===== src/rtl/alu_pkg.sv =====
// alu_pkg: shared definitions for the serial ALU.
//   - Operation encodings driven on Sel / seen by every slice.
//   - Controller state type (IDLE, RUN, DONE).
//   - isArith(): true for the ops that use the carry/borrow chain.
package alu_pkg;

  localparam logic [1:0] OP_AND = 2'b00;
  localparam logic [1:0] OP_OR  = 2'b01;
  localparam logic [1:0] OP_ADD = 2'b10;
  localparam logic [1:0] OP_SUB = 2'b11;

  typedef enum logic [1:0] {
    IDLE = 2'd0,
    RUN  = 2'd1,
    DONE = 2'd2
  } aluState_e;

  // ADD and SUB share the upper encoding bit, which is what gates the carry
  // register and the overflow flag.
  function automatic logic isArith(input logic [1:0] sel);
    return sel[1];
  endfunction

endpackage


===== src/rtl/alu_serial_slice.sv =====
// alu_slice: combinational 1-bit ALU slice, chained SLICES times per digit.
// Ports:
//   a, b  - operand bits
//   cin   - carry-in (ADD) or borrow-in (SUB) from the previous slice
//   sel   - operation (alu_pkg OP_* encoding)
//   res   - result bit
//   cout  - carry/borrow to the next slice; 0 for the logic ops
module alu_slice
  import alu_pkg::*;
(
  input  logic       a,
  input  logic       b,
  input  logic       cin,
  input  logic [1:0] sel,
  output logic       res,
  output logic       cout
);

  // Sum and difference bits are identical (a^b^c); only the carry term
  // differs: a borrow is generated when the minuend bit is 0, hence ~a.
  always_comb begin
    res  = 1'b0;
    cout = 1'b0;
    case (sel)
      OP_AND: res = a & b;
      OP_OR:  res = a | b;
      OP_ADD: begin
        res  = a ^ b ^ cin;
        cout = (a & b) | (a & cin) | (b & cin);
      end
      default: begin
        res  = a ^ b ^ cin;
        cout = (~a & b) | (~a & cin) | (b & cin);
      end
    endcase
  end

endmodule


===== src/rtl/alu_serial.sv =====
// alu_serial: multi-cycle ALU processing WIDTH-bit operands SLICES bits per
// clock (N = WIDTH/SLICES digits, LSB digit first) with a registered carry.
// Parameters:
//   WIDTH  - operand/result width (>= 2)
//   SLICES - bits per cycle, must divide WIDTH
// Ports:
//   Clk, Reset      - rising-edge clock, synchronous active-high reset
//   Start / Ready   - operand handshake, accepted only in IDLE
//   Sel, A, B       - operation and operands, latched at accept
//   CarryIn         - carry-in (ADD) / borrow-in (SUB), ignored for logic ops
//   Valid           - one-cycle pulse when ResAlu/CarryOut are final
//   ResAlu          - result, held until the next accepted Start
//   CarryOut        - carry (ADD) / borrow (SUB) out of the MSB, 0 otherwise
// Optional build macro ALU_SERIAL_FLAGS_EN adds registered outputs:
//   Zero            - ResAlu == 0
//   Overflow        - signed overflow for ADD/SUB, 0 for logic ops
module alu_serial
  import alu_pkg::*;
#(
  parameter int WIDTH  = 8,
  parameter int SLICES = 1
) (
  input  logic             Clk,
  input  logic             Reset,
  input  logic             Start,
  input  logic [1:0]       Sel,
  input  logic [WIDTH-1:0] A,
  input  logic [WIDTH-1:0] B,
  input  logic             CarryIn,
  output logic             Ready,
  output logic             Valid,
  output logic [WIDTH-1:0] ResAlu,
  output logic             CarryOut
`ifdef ALU_SERIAL_FLAGS_EN
  ,
  output logic             Zero,
  output logic             Overflow
`endif
);

  localparam int N     = WIDTH / SLICES;
  localparam int CNT_W = (N > 1) ? $clog2(N) : 1;
  localparam logic [CNT_W-1:0] LAST_DIGIT = CNT_W'(N - 1);

  aluState_e        state;
  aluState_e        stateNext;
  logic             accept;
  logic             lastDigit;
  logic [CNT_W-1:0] digitCnt;
  logic [WIDTH-1:0] aReg;
  logic [WIDTH-1:0] bReg;
  logic [1:0]       selReg;
  logic             carryReg;
  logic [SLICES-1:0] aDigit;
  logic [SLICES-1:0] bDigit;
  logic [SLICES-1:0] sliceRes;
  logic [SLICES:0]   chain;
  logic [WIDTH-1:0]  resMerged;

  // Controller state register.
  always_ff @(posedge Clk) begin
    if (Reset) begin
      state <= IDLE;
    end else begin
      state <= stateNext;
    end
  end

  // Next-state logic. Start is only looked at in IDLE, so requests arriving
  // while busy simply vanish. lastDigit marks the cycle that finishes the
  // operation and lets the datapath capture the final carry and flags.
  always_comb begin
    stateNext = state;
    accept    = 1'b0;
    lastDigit = 1'b0;
    case (state)
      IDLE: begin
        if (Start) begin
          stateNext = RUN;
          accept    = 1'b1;
        end
      end
      RUN: begin
        if (digitCnt == LAST_DIGIT) begin
          stateNext = DONE;
          lastDigit = 1'b1;
        end
      end
      DONE: stateNext = IDLE;
      default: stateNext = IDLE;
    endcase
  end

  // Pick the current digit out of the latched operands; the registers stay
  // static and the counter walks the index instead of shifting them.
  always_comb begin
    aDigit = aReg[int'(digitCnt)*SLICES +: SLICES];
    bDigit = bReg[int'(digitCnt)*SLICES +: SLICES];
  end

  // Ripple chain for one digit, seeded by the carry register.
  assign chain[0] = carryReg;

  for (genvar i = 0; i < SLICES; i++) begin : gSlice
    alu_slice uSlice (
      .a    (aDigit[i]),
      .b    (bDigit[i]),
      .cin  (chain[i]),
      .sel  (selReg),
      .res  (sliceRes[i]),
      .cout (chain[i+1])
    );
  end

  // Result with the current digit dropped into place. Built combinationally
  // so the zero flag can be judged on the final value at the same edge that
  // writes the last digit.
  always_comb begin
    resMerged = ResAlu;
    resMerged[int'(digitCnt)*SLICES +: SLICES] = sliceRes;
  end

  // Datapath and registered handshake outputs. Ready/Valid are derived from
  // the next state so they change on the same edge as the state itself and
  // never depend combinationally on inputs. The carry register is loaded
  // with 0 for logic ops so stale carries never leak into them.
  always_ff @(posedge Clk) begin
    if (Reset) begin
      Ready    <= 1'b1;
      Valid    <= 1'b0;
      digitCnt <= '0;
      aReg     <= '0;
      bReg     <= '0;
      selReg   <= OP_AND;
      carryReg <= 1'b0;
      ResAlu   <= '0;
      CarryOut <= 1'b0;
`ifdef ALU_SERIAL_FLAGS_EN
      Zero     <= 1'b0;
      Overflow <= 1'b0;
`endif
    end else begin
      Ready <= (stateNext == IDLE);
      Valid <= (stateNext == DONE);
      if (accept) begin
        aReg     <= A;
        bReg     <= B;
        selReg   <= Sel;
        carryReg <= isArith(Sel) & CarryIn;
        digitCnt <= '0;
      end else if (state == RUN) begin
        ResAlu   <= resMerged;
        carryReg <= chain[SLICES];
        digitCnt <= digitCnt + 1'b1;
        if (lastDigit) begin
          CarryOut <= chain[SLICES];
`ifdef ALU_SERIAL_FLAGS_EN
          Zero     <= (resMerged == '0);
          Overflow <= isArith(selReg) & (chain[SLICES-1] ^ chain[SLICES]);
`endif
        end
      end
    end
  end

endmodule

===== config.mk =====
export PLATFORM = sky130hd
export DESIGN_NAME = alu_serial
export DESIGN_NICKNAME = d
export VERILOG_FILES = /design/src/rtl/alu_pkg.sv /design/src/rtl/alu_serial_slice.sv /design/src/rtl/alu_serial.sv
export SDC_FILE = /design/constraint.sdc
export NUM_CORES = 1
export LEC_CHECK = 0
export CORE_MARGIN = 1.5
export CORE_UTILIZATION = 40
export DETAILED_ROUTE_END_ITERATION = 6
export PLACE_DENSITY = 0.71
export SLEW_MARGIN = 20
export SYNTH_ARGS = -nofsm -noshare
export SYNTH_HDL_FRONTEND = slang
export SYNTH_SLANG_ARGS = --single-unit

===== constraint.sdc =====
create_clock -name Clk -period 7.4 [get_ports Clk]
set_input_delay 1.11 -clock Clk [delete_from_list [all_inputs] [get_ports Clk]]
set_output_delay 1.11 -clock Clk [all_outputs]
set_load 0.005 [all_outputs]

# Yosys cells after proc, flatten, opt, wreduce, memory -nomap -nowiden
# Cells that the tools add are included.
# word_totals
out_inout_bits	11
input_bits	22
register_bits	35
# classes
n_reduce_logical	8
n_addsub	2
bitwise_logic	15
mux	12
n_eq_ne	5
n_shift	4
# ops
operator	n
negation 3 -> 33 bit	1
variable shift 1 x 33 -> 8 bit (first input constant)	1
variable part select 1 x 33 -> 8 bit	1
variable part select 8 x 4 -> 1 bit	2
bitwise mux 8 bit	1
bitwise AND 1 bit	6
logical NOT 2 bit	3
two-way mux 1 bit	6
bitwise OR 1 bit	5
== test 2 x 1 -> 1 bit (second input constant)	2
== test 2 bit (second input constant)	2
two-way mux 2 bit	2
case mux 1 bit (2 select lines)	2
case mux 2 bit (2 select lines)	1
OR reduction 2 bit	2
adder 3 x 1 -> 3 bit (second input constant)	1
== test 3 bit (second input constant)	1
AND reduction 3 bit	1
inverter 1 bit	2
AND reduction 2 bit	1
nonzero test 2 bit	1
bitwise XOR 1 bit	2

# Logic depth before layout (Yosys ltp)
# depth
depth_word	8
mapped_depth	11
mapped_depth_nobuf	9

# Modules after synthesis
# Synthesis repeated with hierarchy kept, for this count alone.
# unflattened
cells_unflattened	193
hier_area_um2	1741.7
# modules_own_cells
mod	area_per_inst_um2	n_inst	cells_per_inst
alu_serial	1636.6	1	179
alu_slice	105.1	1	14

# Least setup slack after synthesis
# Ideal clock, no wire load.
# synth_path
kind	register -> register
start	register digitCnt[0]
end	register ResAlu[7]
path_buffers	2
setup_ns	0.123
t_arrival_ns	2.349
stages_incl_launch_ff	10
slack_ns	4.927
path_cell_list	dfxtp_1 buf_6 buf_12 mux2i_1 mux4_2 ha_1 xor2_1 and2_1 o2111a_1 mux2_1
# synth_between
elab_chain_len	6
# synth_rtl
element	line_no	rtl
from (decl)	alu_serial.sv:49	logic [CNT_W-1:0] digitCnt;
from (signal assigned)	alu_serial.sv:154	digitCnt <= digitCnt + 1'b1;
variable part select 8 x 4 -> 1 bit (on tied branches)	alu_serial.sv:97, alu_serial.sv:98	
bitwise XOR 1 bit (2 in series)	alu_serial_slice.sv:28, alu_serial_slice.sv:32	
case mux 1 bit (2 select lines)	alu_serial_slice.sv:24	case (sel)
variable part select 1 x 33 -> 8 bit	alu_serial.sv:120	resMerged[int'(digitCnt)*SLICES +: SLICES] = sliceRes;
bitwise mux 8 bit *	alu_serial.sv:120	
to (signal assigned)	alu_serial.sv:152	ResAlu <= resMerged;
to (decl)	alu_serial.sv:32	output logic [WIDTH-1:0] ResAlu,
# Every way passes the cells marked *; elsewhere a longest branch is shown, timed or not.
# A chain may end at the register's enable or synchronous reset.

# Final worst setup path
# Same ends and word-level chain as after synthesis.

==> out/qor.yml <==
grt_max_degree: 36
globalRoute.busiestLayer: "met2"
wirelength_um: 3514
syn_area_per_cell_um2: 8.628
p_seq_share_pct: 52.1
antenna_found_initial: 0
cts.sinks: 35
maxSlewViolCount: 0
area_delta_synth_final_pct: 24.10
sw_frac_of_total_pct: 26.16
post-route-util_pct: 52.66
use_met1_pct: 22.49
power_density_nw_per_um2: 181.8
worstSetupPathType: "flip-flop to flip-flop"
finalCriticalPeriod_ns: 2.857
placed_area_um2: 2068
synth_edf_count: 0
dieArea_um2: 4740
p_int_w: 0.0002890
htreeDepth: 2
dp_hpwl_um: 2496
cts_resized: 0
num_vias: 1436
drive_above_1_share_pct: 7.359
worstPathArrival_ns: 3.03
dr.pass1.iters: 4
drt_iter0_drc: 34
initial_core_util_pct: 42.44
synth_nets: 233
yosysWarnings: 0
met3_usage_pct: 5.357
fp.dieH_um: 68.85
die_x_um: 68.85
required_ns: 7.57
p_switching_w: 0.0001024
slew_headroom_pct: 41.84
cts_buffers: 5
final_antenna_net_count: 0
drc_errors: 0
p_comb_share_pct: 14.3
grt_usage_pct: 17.53
irDropWorstVdd_mv: 0.1354
diodes: 0
synth_cell_types: 42
grt_setup_unrepaired: "false"
design_area_um2: 2152
cts_tree: "yes"
fin_skew_ns: 0.001429
period_share_pct: 38.61
port_buffers: 32
fmax_mhz: 350.0
maxCapViolCount: 0
syn_area_um2: 1734
met2_usage_pct: 28.00
fillCellCount: 422
overflow: 0
yosys_register_bits: 35
synthCells: 201
synth_ff_type: "dfxtp_1"
clkPwrFrac_pct: 33.6
core_um2: 4086
clk_path_buf_depth: 2
first_global_vias: 1344
pre_cts_ws_ns: 4.588
tns_ns: 0
via_per_inst: 5.110
fin_ws_ns: 4.543
min_path_type: "flip-flop to flip-flop"
clkTransAtPathRegs_ns: 0.07
cellLeakagePower_nw: 0.8312
io_pins: 33
status: "finished clean"
nets: 262
grt_first_pass_wirelength_um: 6120
setup_viol: 0
start_kind: "flip-flop"
gp_congestion: 0.7938
ys_seq_area_share_pct: 40.40
cts-root-buf: "clkbuf_8"
cts_hold_buf: 0
rows: 23
tightest_slew_ns: 0.8707
hold_violations: 0
wl_per_cell_um: 12.51
crit_path_max_fanout: 16
synthArstFlopShare_pct: 0
post_cts_buffers: 0
crit_path_end_kind: "flip-flop"
clk_latency_ns: 0.28
-- critical path: stages, from the launching register on --
cell and delay (ns):
dfxtp_1 0.80, mux2i_1 0.16, mux4_2 0.56, ha_1 0.34, xor2_1 0.14, and2_1 0.20
o2111a_1 0.27, mux2_1 0.28
-- final timing paths --
path	start	cells after the start	endpoint	slack, ns
worst max-delay path	digitCnt[0]	7	ResAlu[7]	4.54
worst min-delay path	bReg[0]	2	bReg[0]	0.46
worst max register to register	digitCnt[0]	7	ResAlu[7]	4.54
worst min register to register	bReg[0]	2	bReg[0]	0.46
-- registers in the layout, indices dropped and copies added (netlist names) --
signal,cells
carryReg,1
bReg,8
aReg,8
ResAlu,8
state,2
digitCnt,3
Ready,1
CarryOut,1
Valid,1
selReg,2
-- cell usage in the layout, fill, tap and decap left out, types with 2 or more instances in the layout --
master | netlist | final
nand2_1 | 38 | 38
dfxtp_1 | 35 | 35
clkdlybuf4s50_1 | 0 | 32
a21oi_1 | 25 | 25
nor2_1 | 11 | 11
mux2i_1 | 10 | 10
ha_1 | 10 | 10
inv_1 | 7 | 7
nand3_1 | 7 | 7
nor2b_1 | 6 | 6
nor3_1 | 5 | 5
clkbuf_8 | 0 | 5
a311oi_1 | 3 | 3
clkinv_2 | 0 | 3
and2_1 | 2 | 2
a211oi_1 | 2 | 2
o2111ai_1 | 2 | 2
o21ai_0 | 2 | 2
a31oi_1 | 2 | 2
buf_4 | 0 | 2
-- power groups by stage --
stage          Sequential [W]  Combinational [W]  Clock, W
6_report             0.000204          0.0000559  0.000132
4_1_cts              0.000204          0.0000566  0.000134
5_1_grt              0.000205          0.0000634  0.000144
2_1_floorplan        0.000204          0.0000393         0
3_5_place_dp         0.000208          0.0000557         0
3_3_place_gp         0.000208          0.0000548         0
-- cells by family after synthesis --
kind of cell | after synthesis | synth area share, %
adders and majority gates | 10 | 7.215
DFF | 35 | 40.40
and+or+nand+nor | 78 | 20.92
xor gates and xnor gates | 2 | 1.010
muxes | 14 | 9.235
AOI/OAI and AO/OA | 43 | 15.73
buffers and inverters | 19 | 5.483
-- area by class of cell --
| cell class | count | area, um^2 | area share, % |
|---|---|---|---|
| clock inverter | 3 | 15.01 | 0.6977 |
| sequential | 35 | 700.7 | 32.56 |
| clock buffer | 5 | 68.82 | 3.198 |
| multi-input combinational | 147 | 943.4 | 43.84 |
| timing repair buffer | 34 | 335.3 | 15.58 |
| inverter | 7 | 26.28 | 1.221 |
| tap | 50 | 62.56 | 2.907 |
-- cell usage after synthesis, drive strengths merged (2+ instances only) --
cell type / n / share of area, %
nand2: 38 / 8.2
dfxtp: 35 / 40
a21oi: 25 / 7.2
nor2: 11 / 2.4
ha: 10 / 7.2
mux2i: 10 / 5.8
clkbuf: 9 / 1.9
inv: 7 / 1.5
nand3: 7 / 2.0
nor2b: 6 / 2.2
nor3: 5 / 1.4
a311oi: 4 / 2.4
buf: 3 / 2.0
mux2: 3 / 2.2
a211oi: 2 / 0.87
a31oi: 2 / 0.72
and2: 2 / 0.72
o2111ai: 2 / 1.0
o21ai: 2 / 0.58
or3b: 2 / 1.0
-- metrics by stage --
stage          instances  power [W]  hold WS [ns]
2_1_floorplan        201  0.0002437        0.4357
3_3_place_gp         273  0.0002626        0.4442
3_5_place_dp         273  0.0002639        0.4517
4_1_cts              281  0.0003949        0.4615
5_1_grt              281  0.0004122        0.4785
6_report             281  0.0003913        0.4579
-- metal layers --
| layer | routed length (um) | part of all wire (%) |
|---|---|---|
| met5 | 0 | 0 |
| met4 | 47 | 1.3 |
| met3 | 161 | 4.6 |
| met2 | 1603 | 46 |
| met1 | 1701 | 48 |
Power figures use the tool's default switching activity.
